===== src/rtl/red_pitaya_sys_initiator.sv =====
// rtl/red_pitaya_sys_initiator.sv - sys_* register bus initiator with ack timeout
//
// Purpose: takes one command at a time on a valid/ready port, issues a single-cycle
// sys_wen/sys_ren strobe, waits for sys_ack_i (bounded by TMO_CYC cycles) and returns
// read data plus error/timeout status on a valid/ready response port.
//
// Ports:
//   clk_i, rst_i                     clock, asynchronous active-high reset
//   cmd_valid_i/cmd_ready_o          command handshake
//   cmd_we_i/addr/wdata/sel          command payload (1=write, 0=read)
//   rsp_valid_o/rsp_ready_i          response handshake
//   rsp_rdata_o/rsp_err_o/rsp_tmo_o  response payload
//   sys_addr/wdata/sel_o             bus address, write data, byte select
//   sys_wen_o/sys_ren_o              one-cycle write/read strobes
//   sys_rdata_i/sys_err_i/sys_ack_i  bus responder return path
//   tmo_cnt_o                        saturating count of timeout events

module red_pitaya_sys_initiator #(
    parameter int unsigned TMO_CYC = 255,
    parameter int unsigned TCW     = 16
) (
    input  logic           clk_i,
    input  logic           rst_i,
    input  logic           cmd_valid_i,
    output logic           cmd_ready_o,
    input  logic           cmd_we_i,
    input  logic [31:0]    cmd_addr_i,
    input  logic [31:0]    cmd_wdata_i,
    input  logic [3:0]     cmd_sel_i,
    output logic           rsp_valid_o,
    input  logic           rsp_ready_i,
    output logic [31:0]    rsp_rdata_o,
    output logic           rsp_err_o,
    output logic           rsp_tmo_o,
    output logic [31:0]    sys_addr_o,
    output logic [31:0]    sys_wdata_o,
    output logic [3:0]     sys_sel_o,
    output logic           sys_wen_o,
    output logic           sys_ren_o,
    input  logic [31:0]    sys_rdata_i,
    input  logic           sys_err_i,
    input  logic           sys_ack_i,
    output logic [TCW-1:0] tmo_cnt_o
);

    typedef enum logic [1:0] {
        IDLE   = 2'd0,
        STROBE = 2'd1,
        WAIT   = 2'd2,
        RESP   = 2'd3
    } state_t;

    state_t      state;
    state_t      state_nxt;
    logic        we_q;
    logic [15:0] wait_cnt;
    logic        cmd_fire;
    logic        rsp_fire;
    logic        expire;

    assign cmd_fire = cmd_valid_i && (state == IDLE);
    assign rsp_fire = rsp_ready_i && (state == RESP);

    // wait_cnt is 0 in the first WAIT cycle, so the last allowed ack cycle is TMO_CYC-1.
    assign expire = (wait_cnt == 16'(TMO_CYC - 1));

    // Handshake outputs decode straight from the state register.
    assign cmd_ready_o = (state == IDLE);
    assign rsp_valid_o = (state == RESP);

    always_ff @(posedge clk_i or posedge rst_i) begin
        if (rst_i) begin
            state <= IDLE;
        end else begin
            state <= state_nxt;
        end
    end

    always_comb begin
        state_nxt = state;
        case (state)
            IDLE:    if (cmd_fire) state_nxt = STROBE;
            STROBE:  state_nxt = WAIT;
            WAIT:    if (sys_ack_i || expire) state_nxt = RESP;
            RESP:    if (rsp_fire) state_nxt = IDLE;
            default: state_nxt = IDLE;
        endcase
    end

    always_ff @(posedge clk_i or posedge rst_i) begin
        if (rst_i) begin
            we_q        <= 1'b0;
            wait_cnt    <= 16'd0;
            sys_addr_o  <= 32'd0;
            sys_wdata_o <= 32'd0;
            sys_sel_o   <= 4'd0;
            sys_wen_o   <= 1'b0;
            sys_ren_o   <= 1'b0;
            rsp_rdata_o <= 32'd0;
            rsp_err_o   <= 1'b0;
            rsp_tmo_o   <= 1'b0;
            tmo_cnt_o   <= '0;
        end else begin
            sys_wen_o <= 1'b0;
            sys_ren_o <= 1'b0;

            if (cmd_fire) begin
                sys_addr_o  <= cmd_addr_i;
                sys_wdata_o <= cmd_wdata_i;
                sys_sel_o   <= cmd_sel_i;
                we_q        <= cmd_we_i;
                sys_wen_o   <= cmd_we_i;
                sys_ren_o   <= ~cmd_we_i;
            end

            // An ack seen during the strobe cycle belongs to an earlier access; ignore it.
            if (state == STROBE) begin
                wait_cnt <= 16'd0;
            end

            if (state == WAIT) begin
                wait_cnt <= wait_cnt + 16'd1;
                if (sys_ack_i) begin
                    rsp_rdata_o <= (we_q || sys_err_i) ? 32'd0 : sys_rdata_i;
                    rsp_err_o   <= sys_err_i;
                    rsp_tmo_o   <= 1'b0;
                end else if (expire) begin
                    rsp_rdata_o <= 32'd0;
                    rsp_err_o   <= 1'b1;
                    rsp_tmo_o   <= 1'b1;
                    if (tmo_cnt_o != {TCW{1'b1}}) begin
                        tmo_cnt_o <= tmo_cnt_o + TCW'(1);
                    end
                end
            end
        end
    end

endmodule


===== config.mk =====
export PLATFORM = sky130hd
export DESIGN_NAME = red_pitaya_sys_initiator
export DESIGN_NICKNAME = d
export VERILOG_FILES = /design/src/rtl/red_pitaya_sys_initiator.sv
export SDC_FILE = /design/constraint.sdc
export NUM_CORES = 1
export LEC_CHECK = 0
export ABC_AREA = 1
export CAP_MARGIN = 5
export CORE_MARGIN = 2
export CORE_UTILIZATION = 49
export CTS_BUF_LIST = sky130_fd_sc_hd__clkbuf_2
export DETAILED_ROUTE_END_ITERATION = 8
export PLACE_DENSITY = 0.87
export SETUP_SLACK_MARGIN = 0.05
export SLEW_MARGIN = 5
export SYNTH_ARGS = -nofsm -noshare
export SYNTH_HDL_FRONTEND = slang
export SYNTH_SLANG_ARGS = --single-unit
export TNS_END_PERCENT = 10

===== constraint.sdc =====
create_clock -name clk_i -period 9.7 [get_ports clk_i]
set_input_delay 1.94 -clock clk_i [delete_from_list [all_inputs] [get_ports clk_i]]
set_output_delay 1.94 -clock clk_i [all_outputs]
set_load 0.005 [all_outputs]

==> results.yml <==
clocking:
  post_cts_resize_count: 0
  post-cts-setup-buffers: 0
  h-tree-depth: 4
  clockBufferDepth: 2
  cts.reportedPaths.clkPinSlew_ps: 190
  cts_hold_buffers: 0
  clkSinkCount: 139
  cts-buffers-inserted: 17
  worstSkewPairLatency_ps: 710
  cts_tree: "done"
  clockRootBuffer: "clkbuf_2"
worst_setup_path:
  critPathRequiredTime_ps: 7760
  r2r_setup_slack_ps: 7240
  reg2reg_from: "state[0]$_DFFE_PP0P_"
  cp-end-kind: "output port"
  cp_cell_sequence: "inv_1 > ha_1 > clkdlybuf4s50_1"
  worstSetupEndpoint: "cmd_ready_o"
  startpoint_type: "flop"
  crit_start: "state[0]$_DFFE_PP0P_"
  cp.buffers_inverters: 2
  reg2reg_to: "rsp_rdata_o[13]$_DFFE_PP0P_"
  worstPathMaxFanout: 3
  r2r_cells: 7
  cp.depth: 3
  critPathMaxStageDelay_ps: 540
  critical_path_arrival_ps: 2010
  crit_family: "buffers and inverters"
  crit_type: "reg -> out"
  cp_slowest_cell: "clkdlybuf4s50_1"
detailed_routing:
  drc_errors: 0
  routedWlPerCell_um: 16.2
  drt_wl_total_um: 16800
  via_per_inst: 5.19
  num_vias: 5396
  ant_nets: 0
  first_iter_violations: 374
  firstDrtPassIters: 5
placed_design:
  dpl_worst_slack_ps: 5590
  dp.final_hpwl_um: 12600
  io_buffers: 228
  place.gp.congestion: 0.937
  placed_cells: 1008
yosys:
  synth_ff_type: "dfrtp_1"
  synthTopCellsByArea: "dfrtp_1, mux2_2, nand2_1"
  synth_top_cell_by_area: "dfrtp_1"
  synth_edf_count: 0
  syn_area_sq_um: 6130
  async_flop_share_pct: 100
  netlist_instances: 630
  synthesis.nets: 743
  synth_cell_type_count: 27
  synth_top_cell_area_share_pct: 56.7
  postSynthAreaPerCell_sq_um: 9.73
  ys_seq_area_share_pct: 56.7
  ys_ff_latch: 139
  ys.warnings.count: 0
timing:
  finalClockSkew_ps: 27.4
  finalCritPeriodShare_pct: 40.7
  finalMaxSlewViolations: 0
  worst_slew_pin_slew_ps: 1250
  final_hold_viol_count: 0
  period_minus_slack_ps: 3950
  fmax_ghz: 0.253
  setup_tns_ps: 0
  worst_slack_ps: 5750
  rsz0062_at_grt: "false"
  finalSetupViolCount: 0
  slew_headroom_pct: 16.2
cells_and_area:
  instances_no_fill: 1040
  nNetsFinal: 972
  utilization_pct: 72.1
  nFillCells: 915
  drive_above_1_share_pct: 13.0
  antenna_cells: 0
  areaGrowthSynthToFinish_pct: 42.5
die:
  fp.coreArea_sq_um: 12100
  ios: 229
  die-area_sq_um: 13400
  rows: 40
  die_x_um: 116
  die_h_um: 116
  start_util_pct: 50.6
global_routing:
  grt_pass1_vias: 5434
  use_met3_pct: 9.21
  grt.busiest_layer: "met2"
  track_usage_pct: 25.6
  grt_start_max_net_pins: 73
  antenna_found_initial: 0
  use_met1_pct: 29.3
  grt_pass1_wl_um: 26200
  use_met2_pct: 44.0
  grt_overflow: 0
flow_run:
  maxCapViolations: 0
worst_hold_path:
  hp-class: "reg -> reg"
run_status:
  status: "complete, no violations"
power:
  p_per_area_nw_per_um2: 236
  power_leakage_nw: 4.00
  vdd_ir_drop_max_mv: 0.159
  finalPower_w: 0.00206
-- cells in the mapped netlist (all sizes together), types with 3 or more instances --
master,n
buf,17
o21ai,12
a21oi,6
clkbuf,4
nand4,11
nor2,58
inv,39
mux2,68
ha,6
nand3b,4
nor3,3
dfrtp,139
nand2,200
nand3,54
-- cell families (layout without fill, tap and decap cells) --
group                      Yosys count  count (layout)  synth area share, %
DFF                                139             139                 56.7
and+or+nand+nor                    330             330                 22.8
adders and majority gates            6               6                 1.22
AOI/OAI and AO/OA                   23              23                 2.06
buffers and inverters               60             302                 4.16
muxes                               68              68                 12.5
xor gates and xnor gates             4               4                0.572
-- how the worst min path moves through the flow --
stage	startpoint	end	cells past startpoint
final	rsp_rdata_o[22]$_DFFE_PP0P_	rsp_rdata_o[22]$_DFFE_PP0P_	2
after global routing	sys_addr_o[9]$_DFFE_PP0P_	sys_addr_o[9]$_DFFE_PP0P_	1
after CTS	sys_addr_o[9]$_DFFE_PP0P_	sys_addr_o[9]$_DFFE_PP0P_	1
after detailed placement	rsp_rdata_o[12]$_DFFE_PP0P_	rsp_rdata_o[12]$_DFFE_PP0P_	2
after global placement	rsp_rdata_o[23]$_DFFE_PP0P_	rsp_rdata_o[23]$_DFFE_PP0P_	2
after floorplan	state[0]$_DFFE_PP0P_	state[0]$_DFFE_PP0P_	2
-- cell usage in the layout, fill, tap and decap left out, types with 5 or more instances in the layout --
cell type | netlist | final
o21ai_0 | 12 | 12
nor2_2 | 5 | 5
clkbuf_2 | 0 | 22
clkdlybuf4s50_1 | 0 | 228
mux2_2 | 68 | 68
ha_1 | 6 | 6
nand2_1 | 198 | 197
nor2_1 | 51 | 51
nand4_1 | 11 | 11
nand3_1 | 54 | 54
inv_1 | 37 | 36
dfrtp_1 | 139 | 139
a21oi_1 | 6 | 6
-- through the flow --
step                instance area, sq um  hold WS [ps]
global placement                    8550           483
finish                              8740           526
detailed placement                  8550           491
global route                        8740           542
CTS                                 8740           531
floorplan                           6130           469
-- area by class of cell --
cell class                      instances  area (sq um)  area share, %
Clock buffer                           22           110           1.26
Clock inverter                         10          76.3          0.874
Inverter                               39           151           1.73
Multi-Input combinational cell        431          2410           27.5
Sequential cell                       139          3480           39.8
Tap cell                              168           210           2.41
Timing Repair Buffer                  231          2300           26.4
-- flip-flops by register name (all words and copies together), names as in the netlist --
name,flops
sys_wen_o,1
rsp_err_o,1
sys_wdata_o,32
sys_sel_o,4
wait_cnt,16
sys_ren_o,1
sys_addr_o,32
state,2
tmo_cnt_o,16
we_q,1
rsp_tmo_o,1
rsp_rdata_o,32
-- worst reg2reg max path, stage by stage, from the launching register on --
cell and delay (ps):
dfrtp_1 440, inv_1 90, ha_1 330, nand2_1 90
buf_4 260, nor3_4 880, nand2_1 180, nand2_1 140
-- layer usage --
| layer | up-vias | routed length (um) |
|---|---|---|
| li1 | 2503 | - |
| met1 | 2592 | 6190 |
| met2 | 258 | 8930 |
| met3 | 43 | 1340 |
| met4 | 0 | 374 |
| met5 | - | 0 |
-- report_power, final --
part	switching [W]	leakage [nW]	internal, W
logic	0.000340	2.11	0.000545
clock network	0.000201	0.128	0.0000931
registers	0.000107	1.76	0.000773
Note: power is estimated with default switching activity, not from simulation.
